--- src/rtl/decodificador_teclado.sv ---
// PS/2 Set-2 key decoder: resyncs end_scan, strips E0/F0 prefixes into key events,
// and buffers ASCII for dialling keys in a small valid/ready FIFO.
module decodificador_teclado #(
    parameter int unsigned FIFO_DEPTH  = 4,
    parameter int unsigned TIMEOUT_CYC = 2000000
) (
    input  logic       clk,
    input  logic       reset,
    input  logic [7:0] scan_code,
    input  logic       end_scan,
    output logic       key_valid,
    output logic [7:0] key_code,
    output logic       key_ext,
    output logic       key_break,
    output logic [7:0] ascii_out,
    output logic       ascii_valid,
    input  logic       ascii_ready,
    output logic       fifo_full,
    output logic       overflow
);

    localparam int unsigned PtrW = (FIFO_DEPTH > 1) ? $clog2(FIFO_DEPTH) : 1;
    localparam int unsigned CntW = $clog2(FIFO_DEPTH) + 1;
    localparam int unsigned TmoW = $clog2(TIMEOUT_CYC + 1);

    typedef enum logic [1:0] {StIdle, StExt, StBrk, StExtBrk} state_e;

    state_e            state_q, state_d;
    logic [TmoW-1:0]   tmo_q, tmo_d;
    logic              s1_q, s2_q, s3_q;
    logic              rise;
    logic              key_valid_q, key_valid_d;
    logic [7:0]        key_code_q, key_code_d;
    logic              key_ext_q, key_ext_d;
    logic              key_break_q, key_break_d;
    logic [7:0]        mem_q [FIFO_DEPTH];
    logic [7:0]        mem_d [FIFO_DEPTH];
    logic [PtrW-1:0]   wr_ptr_q, wr_ptr_d;
    logic [PtrW-1:0]   rd_ptr_q, rd_ptr_d;
    logic [CntW-1:0]   count_q, count_d;
    logic [7:0]        ascii_out_q, ascii_out_d;
    logic              overflow_q, overflow_d;
    logic              full, rd_en, wr_en, push;
    logic [8:0]        map;

    // Returns {hit, character}; only make codes are ever looked up.
    function automatic logic [8:0] map_ascii(input logic [7:0] code, input logic ext);
        logic [8:0] r;
        r = 9'h000;
        if (ext) begin
            case (code)
                8'h5A:   r = {1'b1, 8'h0D};
                8'h4A:   r = {1'b1, 8'h2F};
                default: r = 9'h000;
            endcase
        end else begin
            case (code)
                8'h16, 8'h69: r = {1'b1, 8'h31};
                8'h1E, 8'h72: r = {1'b1, 8'h32};
                8'h26, 8'h7A: r = {1'b1, 8'h33};
                8'h25, 8'h6B: r = {1'b1, 8'h34};
                8'h2E, 8'h73: r = {1'b1, 8'h35};
                8'h36, 8'h74: r = {1'b1, 8'h36};
                8'h3D, 8'h6C: r = {1'b1, 8'h37};
                8'h3E, 8'h75: r = {1'b1, 8'h38};
                8'h46, 8'h7D: r = {1'b1, 8'h39};
                8'h45, 8'h70: r = {1'b1, 8'h30};
                8'h7C: r = {1'b1, 8'h2A};
                8'h5A: r = {1'b1, 8'h0D};
                8'h66: r = {1'b1, 8'h08};
                8'h29: r = {1'b1, 8'h20};
                8'h1C: r = {1'b1, 8'h41};
                8'h32: r = {1'b1, 8'h42};
                8'h21: r = {1'b1, 8'h43};
                8'h23: r = {1'b1, 8'h44};
                8'h24: r = {1'b1, 8'h45};
                8'h2B: r = {1'b1, 8'h46};
                8'h34: r = {1'b1, 8'h47};
                8'h33: r = {1'b1, 8'h48};
                8'h43: r = {1'b1, 8'h49};
                8'h3B: r = {1'b1, 8'h4A};
                8'h42: r = {1'b1, 8'h4B};
                8'h4B: r = {1'b1, 8'h4C};
                8'h3A: r = {1'b1, 8'h4D};
                8'h31: r = {1'b1, 8'h4E};
                8'h44: r = {1'b1, 8'h4F};
                8'h4D: r = {1'b1, 8'h50};
                8'h15: r = {1'b1, 8'h51};
                8'h2D: r = {1'b1, 8'h52};
                8'h1B: r = {1'b1, 8'h53};
                8'h2C: r = {1'b1, 8'h54};
                8'h3C: r = {1'b1, 8'h55};
                8'h2A: r = {1'b1, 8'h56};
                8'h1D: r = {1'b1, 8'h57};
                8'h22: r = {1'b1, 8'h58};
                8'h35: r = {1'b1, 8'h59};
                8'h1A: r = {1'b1, 8'h5A};
                default: r = 9'h000;
            endcase
        end
        return r;
    endfunction

    assign rise = s2_q & ~s3_q;

    // Prefix parser and timeout.
    always_comb begin
        state_d     = state_q;
        tmo_d       = tmo_q;
        key_valid_d = 1'b0;
        key_code_d  = key_code_q;
        key_ext_d   = key_ext_q;
        key_break_d = key_break_q;
        if (rise) begin
            tmo_d = '0;
            unique case (state_q)
                StIdle: begin
                    if (scan_code == 8'hE0) begin
                        state_d = StExt;
                    end else if (scan_code == 8'hF0) begin
                        state_d = StBrk;
                    end else if (!(scan_code inside {8'hAA, 8'hFA, 8'hFE, 8'hEE,
                                                     8'h00, 8'hFF, 8'hE1})) begin
                        key_valid_d = 1'b1;
                        key_code_d  = scan_code;
                        key_ext_d   = 1'b0;
                        key_break_d = 1'b0;
                    end
                end
                StExt: begin
                    if (scan_code == 8'hF0) begin
                        state_d = StExtBrk;
                    end else if (scan_code != 8'hE0) begin
                        key_valid_d = 1'b1;
                        key_code_d  = scan_code;
                        key_ext_d   = 1'b1;
                        key_break_d = 1'b0;
                        state_d     = StIdle;
                    end
                end
                StBrk, StExtBrk: begin
                    if (scan_code == 8'hE0) begin
                        state_d = StExt;
                    end else if (scan_code != 8'hF0) begin
                        key_valid_d = 1'b1;
                        key_code_d  = scan_code;
                        key_ext_d   = (state_q == StExtBrk);
                        key_break_d = 1'b1;
                        state_d     = StIdle;
                    end
                end
                default: state_d = StIdle;
            endcase
        end else if (state_q != StIdle) begin
            if (tmo_q == TmoW'(TIMEOUT_CYC - 1)) begin
                state_d = StIdle;
                tmo_d   = '0;
            end else begin
                tmo_d = tmo_q + 1'b1;
            end
        end else begin
            tmo_d = '0;
        end
    end

    // ASCII FIFO; a full FIFO still takes a write when the head leaves in the same cycle.
    always_comb begin
        map        = map_ascii(key_code_d, key_ext_d);
        push       = key_valid_d & ~key_break_d & map[8];
        full       = (count_q == CntW'(FIFO_DEPTH));
        rd_en      = (count_q != '0) & ascii_ready;
        wr_en      = push & (~full | rd_en);
        overflow_d = overflow_q | (push & full & ~rd_en);
        mem_d      = mem_q;
        if (wr_en) begin
            mem_d[wr_ptr_q] = map[7:0];
        end
        wr_ptr_d = wr_ptr_q + PtrW'(wr_en);
        rd_ptr_d = rd_ptr_q + PtrW'(rd_en);
        case ({wr_en, rd_en})
            2'b10:   count_d = count_q + 1'b1;
            2'b01:   count_d = count_q - 1'b1;
            default: count_d = count_q;
        endcase
        ascii_out_d = (count_d != '0) ? mem_d[rd_ptr_d] : ascii_out_q;
    end

    always_ff @(posedge clk) begin
        if (reset) begin
            // Sync chain preset high so a level already present is not seen as a new byte.
            s1_q        <= 1'b1;
            s2_q        <= 1'b1;
            s3_q        <= 1'b1;
            state_q     <= StIdle;
            tmo_q       <= '0;
            key_valid_q <= 1'b0;
            key_code_q  <= 8'h00;
            key_ext_q   <= 1'b0;
            key_break_q <= 1'b0;
            for (int i = 0; i < FIFO_DEPTH; i++) begin
                mem_q[i] <= 8'h00;
            end
            wr_ptr_q    <= '0;
            rd_ptr_q    <= '0;
            count_q     <= '0;
            ascii_out_q <= 8'h00;
            overflow_q  <= 1'b0;
        end else begin
            s1_q        <= end_scan;
            s2_q        <= s1_q;
            s3_q        <= s2_q;
            state_q     <= state_d;
            tmo_q       <= tmo_d;
            key_valid_q <= key_valid_d;
            key_code_q  <= key_code_d;
            key_ext_q   <= key_ext_d;
            key_break_q <= key_break_d;
            mem_q       <= mem_d;
            wr_ptr_q    <= wr_ptr_d;
            rd_ptr_q    <= rd_ptr_d;
            count_q     <= count_d;
            ascii_out_q <= ascii_out_d;
            overflow_q  <= overflow_d;
        end
    end

    assign key_valid   = key_valid_q;
    assign key_code    = key_code_q;
    assign key_ext     = key_ext_q;
    assign key_break   = key_break_q;
    assign ascii_out   = ascii_out_q;
    assign ascii_valid = (count_q != '0);
    assign fifo_full   = (count_q == CntW'(FIFO_DEPTH));
    assign overflow    = overflow_q;

endmodule

--- config.mk ---
export PLATFORM = sky130hd
export DESIGN_NAME = decodificador_teclado
export DESIGN_NICKNAME = d
export VERILOG_FILES = /design/src/rtl/decodificador_teclado.sv
export SDC_FILE = /design/constraint.sdc
export NUM_CORES = 1
export LEC_CHECK = 0
export CAP_MARGIN = 20
export CORE_MARGIN = 3
export CORE_UTILIZATION = 55
export CTS_CLUSTER_SIZE = 12
export DETAILED_ROUTE_END_ITERATION = 8
export PLACE_DENSITY = 0.75
export REMOVE_ABC_BUFFERS = 1
export SETUP_SLACK_MARGIN = 0.15
export SYNTH_ARGS = -nofsm -noshare
export SYNTH_HDL_FRONTEND = slang
export SYNTH_SLANG_ARGS = --single-unit
--- constraint.sdc ---
create_clock -name clk -period 11.4 [get_ports clk]
set_input_delay 1.14 -clock clk [delete_from_list [all_inputs] [get_ports clk]]
set_output_delay 1.14 -clock clk [all_outputs]
set_load 0.05 [all_outputs]
; Word-level counts from Yosys, hierarchy flattened
; Memories as Yosys holds them, arrays and structs flattened.
; Cells that the tools add are included.
[totals]
memories = 1
input_bits = 12
reg_bits = 85
rom_bits = 1024
word_cells = 134
[classes]
reduce_logical = 12
muxes = 57
n_eq_ne = 22
n_addsub = 5
n_bitwise = 16
n_lt_le_gt_ge = 3
[mem_list]
columns = memory, words, width, rd, rd_clocked_by_memory_dff, write_ports, line
row1 = (no name shown), 128, 8, 1, 0, 0, 57  ; case (code)
[ops]
columns = cell, n
row1 = 2-to-1 mux 8 bit, 11
row2 = == test 8 bit (second input constant), 8
row3 = bitwise mux 32 bit, 1
row4 = 2-to-1 mux 32 bit, 1
row5 = 2-to-1 mux 1 bit, 24
row6 = case mux 8 bit (3 select lines), 1
row7 = adder 21 x 1 -> 21 bit (second input constant), 1
row8 = == test 21 bit (second input constant), 1
row9 = 2-to-1 mux 2 bit, 9
row10 = 2-to-1 mux 9 bit, 2
row11 = case mux 9 bit (2 select lines), 1
row12 = binary-select mux 8 bit (select 2 bit), 1
row13 = demux 8 bit (select 2 bit), 1
row14 = == test 8 x 7 -> 1 bit (second input constant), 2
row15 = inequality test 8 bit (second input constant), 2
row16 = inequality test 4 bit (second input constant), 3
row17 = case mux 1 bit (3 select lines), 3
row18 = logical NOT 8 bit, 1
row19 = AND 1 bit, 7
row20 = nonzero test 7 bit, 1
row21 = == test 2 bit (second input constant), 3
row22 = >= comparator 3 bit (second input constant), 2
row23 = NOT 2 -> 3 bit, 2
row24 = case mux 2 bit (3 select lines), 1
row25 = 16 further kinds, 26

; Depth between registers and ports, before layout
; Gate-level depths: netlist of the first run.
[depth]
depth_word = 16
depth_mapped = 26
mapped_depth_nobuf = 23

; Worst setup path after synthesis of the first run
; No wires, ideal clock.
[synth_path]
path_type = input-to-reg
startpoint = input scan_code[3]
endpoint = register ascii_out_q[0] (netlist: ascii_out[0])
setup_slack_ns = 5.322
arrival_ns = 5.991
path_buffers = 4
stages = 25
setup_time_ns = 0.087
required_time_ns = 11.313
path_cell_list = buf_2 > or4_1 > buf_2 > a21oi_4 > nor3_1 > or2_1 > buf_4 > ha_1 > clkbuf_1 > o21ai_4 > nor3_2 > o41ai_2 > and2_4 > a21oi_1 > and2_1 > inv_1 > ha_1 > inv_1 > fa_1 > xor2_1 > xor2_1 > a32oi_1 > nand2_1 > a21o_1 > o31ai_1
[synth_via]
elab_chain_cells = 16
elab_cells_between_ends = 67
cone_classes = 14 x eq/ne / 45 x mux / 4 x bitwise / 3 x reduce/logical / 1 x memory
[synth_lines]
columns = element, line
row1 = start: declaration, 9  ; input logic [7:0] scan_code,
row2 = == test 8 bit / logical NOT 8 bit (equally long branches), 122  ; end else if (!(scan_code inside {8'hAA, 8'hFA, 8'hFE, 8'hEE,
row3 = nonzero test 7 bit, 122
row4 = 2-to-1 mux 8 bit, 122
row5 = 2-to-1 mux 8 bit, 120  ; end else if (scan_code == 8'hF0) begin
row6 = 2-to-1 mux 8 bit, 118  ; if (scan_code == 8'hE0) begin
row7 = case mux 8 bit (3 select lines), 116  ; unique case (state_q)
row8 = 2-to-1 mux 8 bit, 114  ; if (rise) begin
row9 = memory (128 x 8 bit) / == test 8 x 7 -> 1 bit (equally long branches), -
row10 = 2-to-1 mux 9 bit / case mux 9 bit (2 select lines) (equally long branches), "57, 51"
row11 = 2-to-1 mux 9 bit, 50  ; if (ext) begin
row12 = AND 1 bit, 169  ; push = key_valid_d & ~key_break_d & map[8];
row13 = AND 1 bit, 172  ; wr_en = push & (~full | rd_en);
row14 = 2-to-1 mux 32 bit, 175  ; if (wr_en) begin
row15 = binary-select mux 8 bit (select 2 bit), 185  ; ascii_out_d = (count_d != '0) ? mem_d[rd_ptr_d] : ascii_out_q;
row16 = 2-to-1 mux 8 bit (implied by the code) (2 in a row), 185
row17 = end signal: assignment, 222  ; ascii_out_q <= ascii_out_d;
row18 = end: declaration, 41  ; logic [7:0] ascii_out_q, ascii_out_d;
; Parallel ways exist; a longest one is shown, timed or not. The select of a mux whose other input is x is not followed.
; A chain may end at the register's enable or synchronous reset.

; Worst setup path after layout of the first run
[layout_path]
startpoint = input scan_code[4]
endpoint = register ascii_out_q[4] (netlist: ascii_out[4])
; Same word-level chain as after synthesis.

==> results.py, run 1 <==
metrics = {
    "timing": {
        "finClkSkew_ns": 0.0120,
        "setup_violations": 0,
        "hold_ws_ns": 0.418,
        "period_minus_slack_ns": 7.38,
        "slew_violations": 0,
        "finalCritPeriodShare_pct": 64.7,
        "tightest_slew_ns": 0.849,
        "worst_slack_ns": 4.02,
        "setup-tns-final_ns": 0,
        "finalHoldViolCount": 0,
        "fmax_ghz": 0.136,
        "slew_headroom_pct": 43.1,
        "rsz0062_at_grt": "false",
    },
    "cells_and_area": {
        "layout_commonest_cell": "nor2_1",
        "drive_gt1_share_pct": 10.1,
        "seq_area_um2": 1700,
        "diodes": 0,
        "final_area_um2": 6030,
        "fill_cells": 850,
        "multi_input_area_um2": 3510,
        "mostFrequentLayoutCells": "nor2_1 (98), dfxtp_1 (85), nand2_1 (55)",
        "final_nets": 700,
        "fin_util_pct": 63.8,
        "area_delta_synth_final_pct": 10.5,
        "fin_cells": 813,
    },
    "clock_network": {
        "clk_pin_slew_ns": 0.10,
        "cts_setup_buffers": 0,
        "cts.sinks": 85,
        "cts_hold_buf": 0,
        "htreeDepth": 3,
        "ctsResizeCount": 0,
        "cts-root-buf": "clkbuf_8",
        "clk_path_buf_depth": 2,
        "clk_latency_ns": 0.35,
        "cts_tree": "built",
        "numCtsBuffers": 9,
    },
    "placement": {
        "dp.cells": 797,
        "gp_congestion": 0.970,
        "place.detailed.hpwl_um": 11400,
        "placed_area_um2": 5810,
        "portBuffers": 33,
        "post-place-ws_ns": 3.79,
    },
    "logic_synthesis": {
        "yosysTopAreaCellShare_pct": 31.2,
        "ys_warn_count": 0,
        "synth_edf_count": 0,
        "syn_area_per_cell_um2": 8.18,
        "synth_top_area_cell": "dfxtp_1",
        "yosys_register_bits": 85,
        "synth_cells": 667,
        "synthesis.area_um2": 5460,
        "synth_ff_type": "dfxtp_1",
        "async_reset_ff_share_pct": 0,
        "yosys-top-cells-area": "dfxtp_1 (31%), nor2_1 (6.7%), nand2_1 (3.8%)",
        "ys_seq_area_share_pct": 31.2,
        "synth_cell_types": 97,
    },
    "die": {
        "die_area_um2": 11200,
        "die_w_um": 106,
        "start_util_pct": 57.7,
        "rows": 35,
        "fp.dieH_um": 106,
        "io_pins": 34,
        "core_um2": 9460,
    },
    "power_and_ir_drop": {
        "seqPwrFrac_pct": 48.7,
        "p_sw_share_pct": 27.1,
        "leakagePower_nw": 2.15,
        "pwr-share-comb_pct": 11.4,
        "ir_worst_vdd_v": 0.0000779,
        "clkPwrFrac_pct": 39.9,
        "total_power_uw": 616,
        "power.density_nw_per_um2": 102,
        "p_switching_uw": 167,
        "p_int_uw": 449,
    },
    "global_routing": {
        "track_usage_pct": 28.8,
        "grt_pass1_wl_um": 26100,
        "overflow": 0,
        "antenna_found_initial": 0,
        "grt_max_degree": 51,
        "grt_pass1_vias": 5067,
    },
    "detailed_routing": {
        "drt-pass1-iter-count": 5,
        "wire_per_inst_um": 19.5,
        "vias": 5354,
        "postRouteAntennaNets": 0,
        "drtIter0Drc": 464,
        "finalWirelength_um": 15900,
        "vias_per_cell": 6.59,
        "drc": 0,
    },
    "worst_setup_path": {
        "required_ns": 11.69,
        "r2r_end": "ascii_out[4]",
        "r2r_cells": 23,
        "worstPathArrival_ns": 7.67,
        "crit_end": "ascii_out[4]",
        "cp-start-kind": "input port",
        "end_kind": "flop",
        "critPathKind": "in2reg",
        "critPathLaunch": "scan_code[4]",
        "crit_fanout": 17,
        "rrSetupSlack_ns": 5.14,
        "rr_startpoint": "s2_q",
    },
    "worst_hold_path": {
        "hp-class": "reg2reg",
        "worstHoldPathCells": 1,
    },
    "run": {
        "drv_cap": 0,
    },
    "status": {
        "status": "finished, final reports clean",
    },
}
[how the worst min path moves through the flow]
stage               endpoint  slack (ns)  from
floorplan               s2_q        0.39  s1_q
global route            s2_q        0.46  s1_q
detailed placement      s2_q        0.40  s1_q
global placement        s2_q        0.39  s1_q
finish                  s2_q        0.42  s1_q
CTS                     s2_q        0.43  s1_q
[layer usage]
layer / share of wire [%] / track usage [%] / up-vias
met4: 4.0 / 12.5 / 0
li1: - / - / 2502
met3: 8.0 / 4.53 / 53
met5: 0 / 0 / -
met1: 42 / 38.5 / 2533
met2: 46 / 45.9 / 266
[power groups by stage]
| stage | Sequential, mW | Clock [mW] | Combinational, mW |
|---|---|---|---|
| 4_1_cts | 0.300 | 0.250 | 0.0683 |
| 5_1_grt | 0.300 | 0.264 | 0.0749 |
| 6_report | 0.300 | 0.245 | 0.0701 |
| 3_3_place_gp | 0.307 | 0 | 0.0682 |
| 2_1_floorplan | 0.310 | 0 | 0.0384 |
| 3_5_place_dp | 0.307 | 0 | 0.0679 |
[cells in the mapped netlist (7+ instances only)]
library cell  instances
nor2b_1               7
a21oi_1              31
nor3_1               14
xnor2_1               8
buf_2                 7
o21ai_0              18
and3_1               14
inv_1                15
nand2_1              55
nand3_1              30
ha_1                  8
clkbuf_1             22
nor2_1               98
dfxtp_1              85
a31oi_1              12
mux2_2                7
or3_1                 7
xor2_1               16
and2_1               15
mux2i_1              16
o31ai_1               8
nor4_1                7
[sequential cells by signal, indices dropped and copies added (netlist names)]
| signal | cells |
|---|---|
| rd_ptr_q | 2 |
| key_ext | 1 |
| tmo_q | 21 |
| count_q | 3 |
| s3_q | 1 |
| ascii_out | 8 |
| key_valid | 1 |
| s2_q | 1 |
| overflow | 1 |
| s1_q | 1 |
| key_break | 1 |
| key_code | 8 |
| wr_ptr_q | 2 |
| mem_q | 32 |
| state_q | 2 |
[cell type report]
class	instances	area share, %
Multi-Input combinational cell	527	58.1
Clock buffer	10	2.12
Inverter	16	0.995
Clock inverter	6	1.62
Sequential cell	85	28.2
Tap cell	129	2.68
Timing Repair Buffer	40	6.26
[critical path, stage by stage]
cell and delay (ns):
clkdlybuf4s50_1 0.65, nand2b_1 0.27, or4_1 0.58, a21oi_4 0.32, nor3_1 0.14, or2_1 0.34, inv_2 0.29, ha_1 0.36
nand3_1 0.29, nand3_1 0.21, o2111ai_1 0.21, and2_4 0.24, a21oi_1 0.25, and2_1 0.21, inv_1 0.05, ha_1 0.21
inv_1 0.07, fa_1 0.20, xor2_1 0.26, xor2_1 0.14, a32oi_1 0.54, nand2_1 0.25, nor4_1 0.31, a221o_1 0.14
[kinds of logic after synthesis]
kind of cell	Yosys count	share of synthesized area (%)
simple gates	284	25.7
mux	27	5.62
compound gates	183	26.9
buf+inv	55	4.56
flops	85	31.2
fa+ha+maj	9	2.20
xor+xnor	24	3.85
No activity file was read; power rests on OpenSTA's default activity.
==> run 2: changes to the inputs <==
--- a/config.mk
+++ b/config.mk
@@ -7,10 +7,10 @@
 export LEC_CHECK = 0
 export CAP_MARGIN = 20
 export CORE_MARGIN = 3
-export CORE_UTILIZATION = 55
+export CORE_UTILIZATION = 54
 export CTS_CLUSTER_SIZE = 12
 export DETAILED_ROUTE_END_ITERATION = 8
-export PLACE_DENSITY = 0.75
+export PLACE_DENSITY = 0.77
 export REMOVE_ABC_BUFFERS = 1
 export SETUP_SLACK_MARGIN = 0.15
 export SYNTH_ARGS = -nofsm -noshare
==> constraint.sdc (replaced) <==
create_clock -name clk -period 6 [get_ports clk]
set_input_delay 0.6 -clock clk [delete_from_list [all_inputs] [get_ports clk]]
set_output_delay 0.6 -clock clk [all_outputs]
set_load 0.05 [all_outputs]
==> results.py, run 2 (same netlist as run 1, synthesis figures left out) <==
metrics = {
    "cells_and_area": {
        "area_delta_synth_final_pct": 17.8,
        "diodes": 0,
        "drive_gt1_share_pct": 16.5,
        "fill_cells": 868,
        "final_nets": 744,
        "largest_registers": "mem_q: 32 flops, tmo_q: 21 flops",
        "largest_reg_flops": 32,
        "fin_cells": 861,
        "final_area_um2": 6430,
        "mostFrequentLayoutCells": "nor2_1 (98), dfxtp_1 (85), nand2_1 (54)",
        "top_register": "mem_q",
        "layout_commonest_cell": "nor2_1",
    },
    "timing": {
        "slew_violations": 0,
        "setup-tns-final_ns": 0,
        "tightest_slew_ns": 0.874,
        "rsz0062_at_grt": "false",
        "finClkSkew_ns": 0.00870,
        "fmax_ghz": 0.179,
        "setup_violations": 0,
        "slew_headroom_pct": 41.3,
        "finalCritPeriodShare_pct": 93.4,
        "period_minus_slack_ns": 5.60,
        "hold_ws_ns": 0.440,
        "finalHoldViolCount": 0,
    },
    "detailed_routing": {
        "wl_met2_um": 7330,
        "drtIter0Drc": 394,
        "vias": 5486,
        "drt-pass1-iter-count": 5,
        "wl_met1_um": 6650,
        "finalWirelength_um": 16200,
        "vias_per_cell": 6.37,
        "drc": 0,
        "wl_met3_um": 1430,
        "postRouteAntennaNets": 0,
        "dr.max_layer_used": "met4",
        "wire_per_inst_um": 18.8,
    },
    "die": {
        "io_pins": 34,
        "core_um2": 9820,
        "rows": 36,
        "fp.dieH_um": 107,
        "die_area_um2": 11300,
        "start_util_pct": 55.6,
        "die_w_um": 107,
    },
    "clock_network": {
        "cts_tree": "built",
        "clk_latency_ns": 0.35,
        "cts-root-buf": "clkbuf_8",
        "cts.sinks": 85,
        "cts_setup_buffers": 0,
        "ctsResizeCount": 0,
        "numCtsBuffers": 9,
        "cts_hold_buf": 0,
        "clk_pin_slew_ns": 0.08,
        "clk_path_buf_depth": 2,
        "htreeDepth": 3,
    },
    "power_and_ir_drop": {
        "ir_worst_vdd_v": 0.000196,
        "leakagePower_nw": 2.37,
        "power.density_nw_per_um2": 185,
    },
    "worst_hold_path": {
        "hp-class": "reg2reg",
        "worstHoldPathCells": 1,
    },
    "placement": {
        "placed_area_um2": 6140,
        "dp.cells": 845,
        "portBuffers": 33,
        "place.detailed.hpwl_um": 12000,
        "gp_congestion": 0.994,
    },
    "global_routing": {
        "grt_pass1_vias": 5306,
        "grt_pass1_wl_um": 26100,
        "track_usage_pct": 28.6,
        "grt_max_degree": 51,
        "overflow": 0,
        "antenna_found_initial": 0,
    },
    "worst_setup_path": {
        "worstPathArrival_ns": 5.90,
        "rrSetupSlack_ns": 0.87,
        "critPathKind": "in2reg",
        "r2r_cells": 19,
        "crit_fanout": 8,
        "end_kind": "flop",
        "required_ns": 6.29,
        "cp-start-kind": "input port",
    },
    "status": {
        "status": "finished, final reports clean",
    },
    "run": {
        "drv_cap": 0,
    },
}
## run 2: worst paths after layout
kind	endpoint	from
setup / recovery	ascii_out[2]	scan_code[4]
hold / removal	s2_q	s1_q
setup reg to reg	ascii_out[2]	state_q[1]
hold reg to reg	s2_q	s1_q
## run 2: through the flow
stage	setup WS [ns]	total power, mW	utilization, %
floorplan	0.588	0.663	-
global placement	0.190	0.723	62.6
detailed placement	-0.0351	0.724	62.6
CTS	0.315	1.20	65.0
global route	0.143	1.24	65.5
finish	0.398	1.19	65.5
## run 2: area by class of cell
class	instances	area (µm²)	share of cell area [%]
tap	133	166	2.59
sequential	85	1700	26.5
clock inverter	6	111	1.73
clock buffer	10	128	1.98
multi-input combinational	527	3550	55.2
inverter	16	60.1	0.934
timing repair buffer	84	711	11.1
## run 2: routing by layer
layer | vias to the layer above | track usage (%)
met5 | - | 0
met4 | 0 | 16.9
met3 | 60 | 5.16
met2 | 291 | 45.1
met1 | 2547 | 36.6
li1 | 2588 | -
## run 2: critical path, cell delays in order
cell and delay, ns:
clkdlybuf4s50_1 0.51, buf_4 0.18, xor2_1 0.18, nor4_2 0.08, or3_4 0.37, o311ai_1 0.35, o21a_1 0.27, ha_2 0.25
nor3_4 0.06, a311o_1 0.35, a21o_1 0.19, o211ai_4 0.15, a21oi_1 0.15, and2_1 0.20, inv_1 0.06, ha_1 0.21
inv_1 0.07, fa_1 0.40, xor2_2 0.18, xor2_1 0.17, a32o_1 0.29, a2111oi_0 0.41, a311o_1 0.19
## run 2: report_power, final
group / total, mW / switching, mW / internal, mW
Combinational: 0.146 / 0.0927 / 0.0535
Clock: 0.475 / 0.199 / 0.277
Sequential: 0.570 / 0.00314 / 0.567
Total: 1.19 / 0.295 / 0.897
